### src/rtl/core_pkg.sv
// rtl/core_pkg.sv - shared opcodes, state, pc-select and ALU-control encodings
package core_pkg;

    localparam logic [5:0] OP_RTYPE = 6'h00;
    localparam logic [5:0] OP_J     = 6'h02;
    localparam logic [5:0] OP_BEQ   = 6'h04;
    localparam logic [5:0] OP_ADDI  = 6'h08;
    localparam logic [5:0] OP_LW    = 6'h23;
    localparam logic [5:0] OP_SW    = 6'h2b;

    localparam logic [5:0] FN_ADD = 6'h20;
    localparam logic [5:0] FN_SUB = 6'h22;
    localparam logic [5:0] FN_AND = 6'h24;
    localparam logic [5:0] FN_OR  = 6'h25;
    localparam logic [5:0] FN_SLT = 6'h2a;

    typedef enum logic [1:0] {
        S_FETCH,
        S_DECODE,
        S_EXEC,
        S_WRITEBACK
    } state_t;

    typedef enum logic [1:0] {
        PC_SRC_PLUS4  = 2'd0,
        PC_SRC_BRANCH = 2'd1,
        PC_SRC_JUMP   = 2'd2
    } pc_src_t;

    typedef enum logic [2:0] {
        ALU_ADD,
        ALU_SUB,
        ALU_AND,
        ALU_OR,
        ALU_SLT
    } alu_ctrl_t;

endpackage

### src/rtl/core_alu.sv
// rtl/core_alu.sv - 32-bit wrap-around ALU with zero flag
module core_alu
    import core_pkg::*;
#(
    parameter int WIDTH = 32
) (
    input  logic [WIDTH-1:0] a,
    input  logic [WIDTH-1:0] b,
    input  alu_ctrl_t        control,
    output logic [WIDTH-1:0] result,
    output logic             zero
);

    always_comb begin
        result = '0;
        case (control)
            ALU_ADD: result = a + b;
            ALU_SUB: result = a - b;
            ALU_AND: result = a & b;
            ALU_OR:  result = a | b;
            ALU_SLT: result = {{(WIDTH-1){1'b0}}, ($signed(a) < $signed(b))};
            default: result = '0;
        endcase
    end

    assign zero = (result == '0);

endmodule

### src/rtl/core_exec.sv
// rtl/core_exec.sv - ALU operand-select muxes around the ALU
module core_exec
    import core_pkg::*;
#(
    parameter int WIDTH = 32
) (
    input  logic [WIDTH-1:0] rs_data,
    input  logic [WIDTH-1:0] rt_data,
    input  logic [WIDTH-1:0] imm,
    input  logic [WIDTH-1:0] pc,
    input  logic             alusrca,
    input  logic             alusrcb,
    input  alu_ctrl_t        alu_ctrl,
    output logic [WIDTH-1:0] result,
    output logic             zero
);

    logic [WIDTH-1:0] src_a;
    logic [WIDTH-1:0] src_b;

    assign src_a = alusrca ? pc  : rs_data;
    assign src_b = alusrcb ? imm : rt_data;

    core_alu #(.WIDTH(WIDTH)) u_alu (
        .a       (src_a),
        .b       (src_b),
        .control (alu_ctrl),
        .result  (result),
        .zero    (zero)
    );

endmodule

### src/rtl/core_regfile.sv
// rtl/core_regfile.sv - 2-read/1-write register file, register 0 hard-wired to zero
module core_regfile #(
    parameter int WIDTH   = 32,
    parameter int REGBITS = 5
) (
    input  logic               clk,
    input  logic               rst_n,
    input  logic [REGBITS-1:0] raddr1,
    input  logic [REGBITS-1:0] raddr2,
    output logic [WIDTH-1:0]   rdata1,
    output logic [WIDTH-1:0]   rdata2,
    input  logic               we,
    input  logic [REGBITS-1:0] waddr,
    input  logic [WIDTH-1:0]   wdata
);

    logic [WIDTH-1:0] regs [2**REGBITS];

    always_ff @(posedge clk or negedge rst_n) begin
        if (!rst_n) begin
            for (int i = 0; i < 2**REGBITS; i++) regs[i] <= '0;
        end else if (we && waddr != '0) begin
            regs[waddr] <= wdata;
        end
    end

    assign rdata1 = (raddr1 == '0) ? '0 : regs[raddr1];
    assign rdata2 = (raddr2 == '0) ? '0 : regs[raddr2];

endmodule

### src/rtl/core.sv
// rtl/core.sv - multicycle MIPS-subset core, FETCH/DECODE/EXEC/WRITEBACK, CPI 4
module core
    import core_pkg::*;
#(
    parameter int WIDTH   = 32,
    parameter int REGBITS = 5
) (
    input  logic             clk,
    input  logic             reset,
    input  logic [WIDTH-1:0] imem_data,
    input  logic [WIDTH-1:0] dmem_data,
    output logic [WIDTH-1:0] imem_addr,
    output logic [WIDTH-1:0] dmem_addr,
    output logic [WIDTH-1:0] write_mem_data,
    output logic             write_enable
);

    state_t           state;
    pc_src_t          pc_src_e;
    logic [WIDTH-1:0] pc, ir, b_d, alu_out_e, mdr, br_target_d, j_target_d;
    logic             zero_d;

    logic [5:0]         op, funct;
    logic [REGBITS-1:0] rs, rt, rd;
    logic [WIDTH-1:0]   signext, pc_plus4, rdata1, rdata2, alu_result;
    logic               alu_zero, alusrcb, rtype_ok, reg_we;
    logic [REGBITS-1:0] reg_waddr;
    logic [WIDTH-1:0]   reg_wdata;
    alu_ctrl_t          alu_ctrl;

    assign op       = ir[31:26];
    assign funct    = ir[5:0];
    assign rs       = ir[25:21];
    assign rt       = ir[20:16];
    assign rd       = ir[15:11];
    assign signext  = {{(WIDTH-16){ir[15]}}, ir[15:0]};
    assign pc_plus4 = pc + WIDTH'(4);

    always_comb begin
        alu_ctrl = ALU_ADD;
        alusrcb  = 1'b1;
        rtype_ok = 1'b0;
        case (op)
            OP_RTYPE: begin
                alusrcb  = 1'b0;
                rtype_ok = 1'b1;
                case (funct)
                    FN_ADD:  alu_ctrl = ALU_ADD;
                    FN_SUB:  alu_ctrl = ALU_SUB;
                    FN_AND:  alu_ctrl = ALU_AND;
                    FN_OR:   alu_ctrl = ALU_OR;
                    FN_SLT:  alu_ctrl = ALU_SLT;
                    default: rtype_ok = 1'b0;
                endcase
            end
            OP_BEQ: begin
                alusrcb  = 1'b0;
                alu_ctrl = ALU_SUB;
            end
            default: ;
        endcase
    end

    always_comb begin
        reg_we    = 1'b0;
        reg_waddr = rt;
        reg_wdata = alu_out_e;
        if (state == S_WRITEBACK) begin
            case (op)
                OP_RTYPE: begin
                    reg_we    = rtype_ok;
                    reg_waddr = rd;
                end
                OP_ADDI: reg_we = 1'b1;
                OP_LW: begin
                    reg_we    = 1'b1;
                    reg_wdata = mdr;
                end
                default: ;
            endcase
        end
    end

    core_regfile #(.WIDTH(WIDTH), .REGBITS(REGBITS)) u_regfile (
        .clk    (clk),
        .rst_n  (reset),
        .raddr1 (rs),
        .raddr2 (rt),
        .rdata1 (rdata1),
        .rdata2 (rdata2),
        .we     (reg_we),
        .waddr  (reg_waddr),
        .wdata  (reg_wdata)
    );

    // ALU runs on the DECODE read ports so the address and compare result are
    // already registered and stable for the whole EXEC cycle.
    core_exec #(.WIDTH(WIDTH)) u_exec (
        .rs_data  (rdata1),
        .rt_data  (rdata2),
        .imm      (signext),
        .pc       (pc),
        .alusrca  (1'b0),
        .alusrcb  (alusrcb),
        .alu_ctrl (alu_ctrl),
        .result   (alu_result),
        .zero     (alu_zero)
    );

    always_ff @(posedge clk or negedge reset) begin
        if (!reset) begin
            state        <= S_FETCH;
            pc           <= '0;
            ir           <= '0;
            b_d          <= '0;
            alu_out_e    <= '0;
            mdr          <= '0;
            br_target_d  <= '0;
            j_target_d   <= '0;
            zero_d       <= 1'b0;
            pc_src_e     <= PC_SRC_PLUS4;
            write_enable <= 1'b0;
        end else begin
            unique case (state)
                S_FETCH: begin
                    ir    <= imem_data;
                    state <= S_DECODE;
                end
                S_DECODE: begin
                    b_d          <= rdata2;
                    alu_out_e    <= alu_result;
                    zero_d       <= alu_zero;
                    br_target_d  <= pc_plus4 + (signext << 2);
                    j_target_d   <= {pc_plus4[WIDTH-1:WIDTH-4], ir[25:0], 2'b00};
                    write_enable <= (op == OP_SW);
                    state        <= S_EXEC;
                end
                S_EXEC: begin
                    mdr          <= dmem_data;
                    write_enable <= 1'b0;
                    if (op == OP_BEQ && zero_d) pc_src_e <= PC_SRC_BRANCH;
                    else if (op == OP_J)        pc_src_e <= PC_SRC_JUMP;
                    else                        pc_src_e <= PC_SRC_PLUS4;
                    state <= S_WRITEBACK;
                end
                S_WRITEBACK: begin
                    case (pc_src_e)
                        PC_SRC_BRANCH: pc <= br_target_d;
                        PC_SRC_JUMP:   pc <= j_target_d;
                        default:       pc <= pc_plus4;
                    endcase
                    state <= S_FETCH;
                end
            endcase
        end
    end

    assign imem_addr      = pc;
    assign dmem_addr      = alu_out_e;
    assign write_mem_data = b_d;

endmodule

### config.mk
export PLATFORM = sky130hd
export DESIGN_NAME = core
export DESIGN_NICKNAME = d
export VERILOG_FILES = /design/src/rtl/core_pkg.sv /design/src/rtl/core_alu.sv /design/src/rtl/core_exec.sv /design/src/rtl/core_regfile.sv /design/src/rtl/core.sv
export SDC_FILE = /design/constraint.sdc
export NUM_CORES = 2
export LEC_CHECK = 0
export BUFFER_PORTS_ARGS = -buffer_cell sky130_fd_sc_hd__buf_2
export CAP_MARGIN = 10
export CELL_PAD_IN_SITES_DETAIL_PLACEMENT = 0
export CELL_PAD_IN_SITES_GLOBAL_PLACEMENT = 2
export CORE_UTILIZATION = 39
export DETAILED_ROUTE_END_ITERATION = 10
export HOLD_SLACK_MARGIN = 0.02
export PLACE_DENSITY_LB_ADDON = 0.1
export SYNTH_ARGS = -nofsm -noshare
export SYNTH_HDL_FRONTEND = slang
export SYNTH_SLANG_ARGS = --single-unit
### constraint.sdc
create_clock -name clk -period 5.6 [get_ports clk]
set_clock_uncertainty 0.2 [all_clocks]
set_input_delay 1.12 -clock clk [delete_from_list [all_inputs] [get_ports clk]]
set_output_delay 1.12 -clock clk [all_outputs]
set_load 0.01 [all_outputs]
==> flow_summary.toml <==
[logic_synthesis]
synth_seq_cells = 1252
async_flop_share = 1.00
syn_inst = 6374
yosysWarnings = 0
ys.flop_type = "dfrtp_1"
synthDistinctLibCells = 87
seq_area_frac_synth = 0.452
syn_area_um2 = 69300
synth.avg_cell_area_um2 = 10.9
synth_edf_count = 0
syn_nets = 6581

[sta]
max_slew_margin = 0.162
max_freq_ghz = 0.169
slew_violations = 0
fin_crit_sh = 1.06
tightest_slew_ns = 1.23
finalCriticalPeriod_ns = 5.92
fin_ws_ns = -0.320
setup_tns_ns = -1.40
timing_hold_violations_final = 0
rsz0062_at_grt = "yes"
setup_viol = 9

[run_status]
violations = "DRC, setup timing"
status = "complete, but fails checks"

[floorplanning]
start_util = 0.393
core_area_um2 = 176000
die_h_um = 423
num_io_pins = 163
dieArea_um2 = 179000
die_x_um = 423
rows = 154

[clock_network]
htree_num_levels = 4
cts.clk_slew.worst_paths_ns = 0.06
numCtsBuffers = 151
cts_tree = "yes"
cts_buffer_depth = 3
clock_latency_ns = 0.83
clkSinkCount = 1252
clockRootBuffer = "clkbuf_16"

[hold_path]
hp-class = "reg -> reg"
min_from = "u_regfile.regs[1012]"
min_path_cells = 0

[drt]
first_pass_iters = 8
drt-vias-per-instance = 5.79
route.met2.wl_mm = 119
drtIter0Drc = 4555
drt-met1-wl_mm = 120
postRouteAntennaNets = 0
drt_wl_total_mm = 261
via_count = 53900
drcViolationCount = 80
wl_met3_mm = 14.9
wl_per_cell_um = 28.0
top_layer_used = "met4"

[global_routing]
grt_max_degree = 125
antenna_found_initial = 3
grt_overflow = 0
grt_pass1_vias = 53500
grtUsageTotal = 0.291
grt_pass1_wl_mm = 382

[critical_path]
critPathCaptureType = "flop"
crit_arrival_ns = 6.42
worst_r2r_path_depth = 27
r2r_start = "ir[16]"
worst_ep_required_time_ns = 6.10
crit_start = "ir[16]"
worstSetupPathType = "reg -> reg"
start_kind = "flop"
crit_fanout = 7

[placement]
finalWeightedCongestion = 0.896
placed_area_um2 = 77500
post-place-ws_ns = -0.880
io_buffers = 162
hpwl_mm = 174

[power_and_ir_drop]
powerDensity_nw_per_um2 = 274
total_power_mw = 23.1
p_leak_nw = 37.7
peakVddDrop_mv = 0.233

[finish]
seqCellArea_um2 = 31400
fillCellCount = 16300
finalNetCount = 7047
multi_input_area_um2 = 36300
drive_above_1_share = 0.315
stdcell_area_um2 = 84200
syn_to_final_growth_pct = 21.6
final_core_util = 0.478

[flow_run]
cap_violations = 0
## synth_stat cells, drive strengths merged, types with 25 or more instances
master / number / area [um2]
a21o: 38 / 285
a21oi: 973 / 4870
a221oi: 34 / 298
buf: 230 / 1090
clkbuf: 384 / 1440
dfrtp: 1252 / 31300
ha: 138 / 1730
inv: 127 / 477
mux2: 204 / 2300
mux2i: 152 / 1530
mux4: 560 / 12600
nand2: 333 / 1250
nand2b: 28 / 175
nand3: 37 / 185
nor2: 1023 / 3950
nor2b: 34 / 213
nor3: 77 / 385
o211ai: 27 / 208
o21ai: 282 / 1410
o221ai: 25 / 219
o22ai: 38 / 238
xnor2: 40 / 350
## worst max-delay path, cell delays in order, from the launching register on
cell and delay (ns):
dfrtp_4 0.51, buf_12 0.15, buf_16 0.14, buf_16 0.16, buf_6 0.12, mux4_2 0.40, mux4_2 0.49, mux2i_1 0.16
buf_4 0.22, nor3_4 0.05, a21oi_2 0.12, buf_4 0.15, ha_4 0.21, buf_6 0.12, nor2_4 0.11, o221ai_4 0.15
a211oi_4 0.29, o211ai_1 0.23, a211oi_2 0.24, buf_4 0.17, o41ai_4 0.09, buf_4 0.15, o211ai_1 0.20, a21boi_1 0.11
o41ai_2 0.34, a21boi_2 0.14, buf_4 0.15, mux2_4 0.25
## final timing paths
kind / endpoint / slack, ns
min in group asynchronous: u_regfile.regs[999] / 0.20
max in group asynchronous: u_regfile.regs[315] / 3.66
max reg2reg: dmem_addr[30] / -0.32
min reg2reg: u_regfile.regs[1012] / 0.19
min: u_regfile.regs[1012] / 0.19
max: dmem_addr[30] / -0.32
## power breakdown
group | total, mW | internal, mW | leakage, nW | switching, mW
logic | 3.43 | 1.42 | 18.1 | 2.01
clock network | 10.0 | 5.91 | 2.49 | 4.13
registers | 9.59 | 9.32 | 17.1 | 0.272
## cells by family after synthesis
group / count (synthesis) / share of synthesized area
fa+ha+maj: 141 / 0.0258
simple gates: 1654 / 0.101
flops: 1252 / 0.452
compound gates: 1613 / 0.132
buf+inv: 741 / 0.0435
mux: 916 / 0.237
xor+xnor: 57 / 0.00721
## state kept, by name, summed over array words and instances (netlist names)
register and flops:
write_enable 1, ir 32, dmem_addr 32, zero_d 1
u_regfile.regs 1024, state 2, j_target_d 30, write_mem_data 32
imem_addr 32, mdr 32, br_target_d 32, pc_src_e 2
## layout by cell type, fill, tap and decap left out, types with 31 or more instances in the layout
master,Yosys,routed
clkbuf_16,0,157
buf_12,0,100
xnor2_1,40,40
a21o_1,38,38
mux2_2,204,203
dfrtp_1,1252,1243
nand2_1,332,331
o21ai_0,232,220
mux2i_1,151,110
a221oi_1,34,32
a21oi_1,973,947
buf_4,13,627
o21ai_1,50,54
nor3_1,77,65
buf_2,144,161
ha_1,138,120
inv_1,127,124
clkbuf_1,383,31
mux4_2,560,560
nor2_1,996,987
o22ai_1,38,34
nand3_1,37,36
clkbuf_8,0,37
## what timing repair did
item	4_1_cts	5_1_grt
hold endpoints to repair	0	0
setup endpoints to repair	19	18
gates cloned	3	3
setup buffers	40	23
hold buffers	0	0
gates resized for setup	121	107
pin swaps	32	54
## through the flow
step | hold WS (ns) | std cells
after floorplan | 0.241 | 6374
final | 0.191 | 9303
after detailed placement | 0.184 | 8965
after global placement | 0.177 | 8965
after global routing | 0.213 | 9301
after CTS | 0.175 | 9279
## routing by layer
layer,vias up,GRT usage
li1,24100,-
met1,27800,0.428
met2,1621,0.451
met3,357,0.0386
met4,0,0.0827
met5,-,0
## layout make-up
type / instances / share of cell area
well taps: 2340 / 0.0348
multi-input cells: 4381 / 0.431
diodes: 2 / 0.0000594
inverters: 127 / 0.00578
flip-flops and latches: 1252 / 0.372
clock inverters: 52 / 0.00649
repair buffers: 927 / 0.0965
clock buffers: 222 / 0.0532
(Power assumes the default switching activity.)
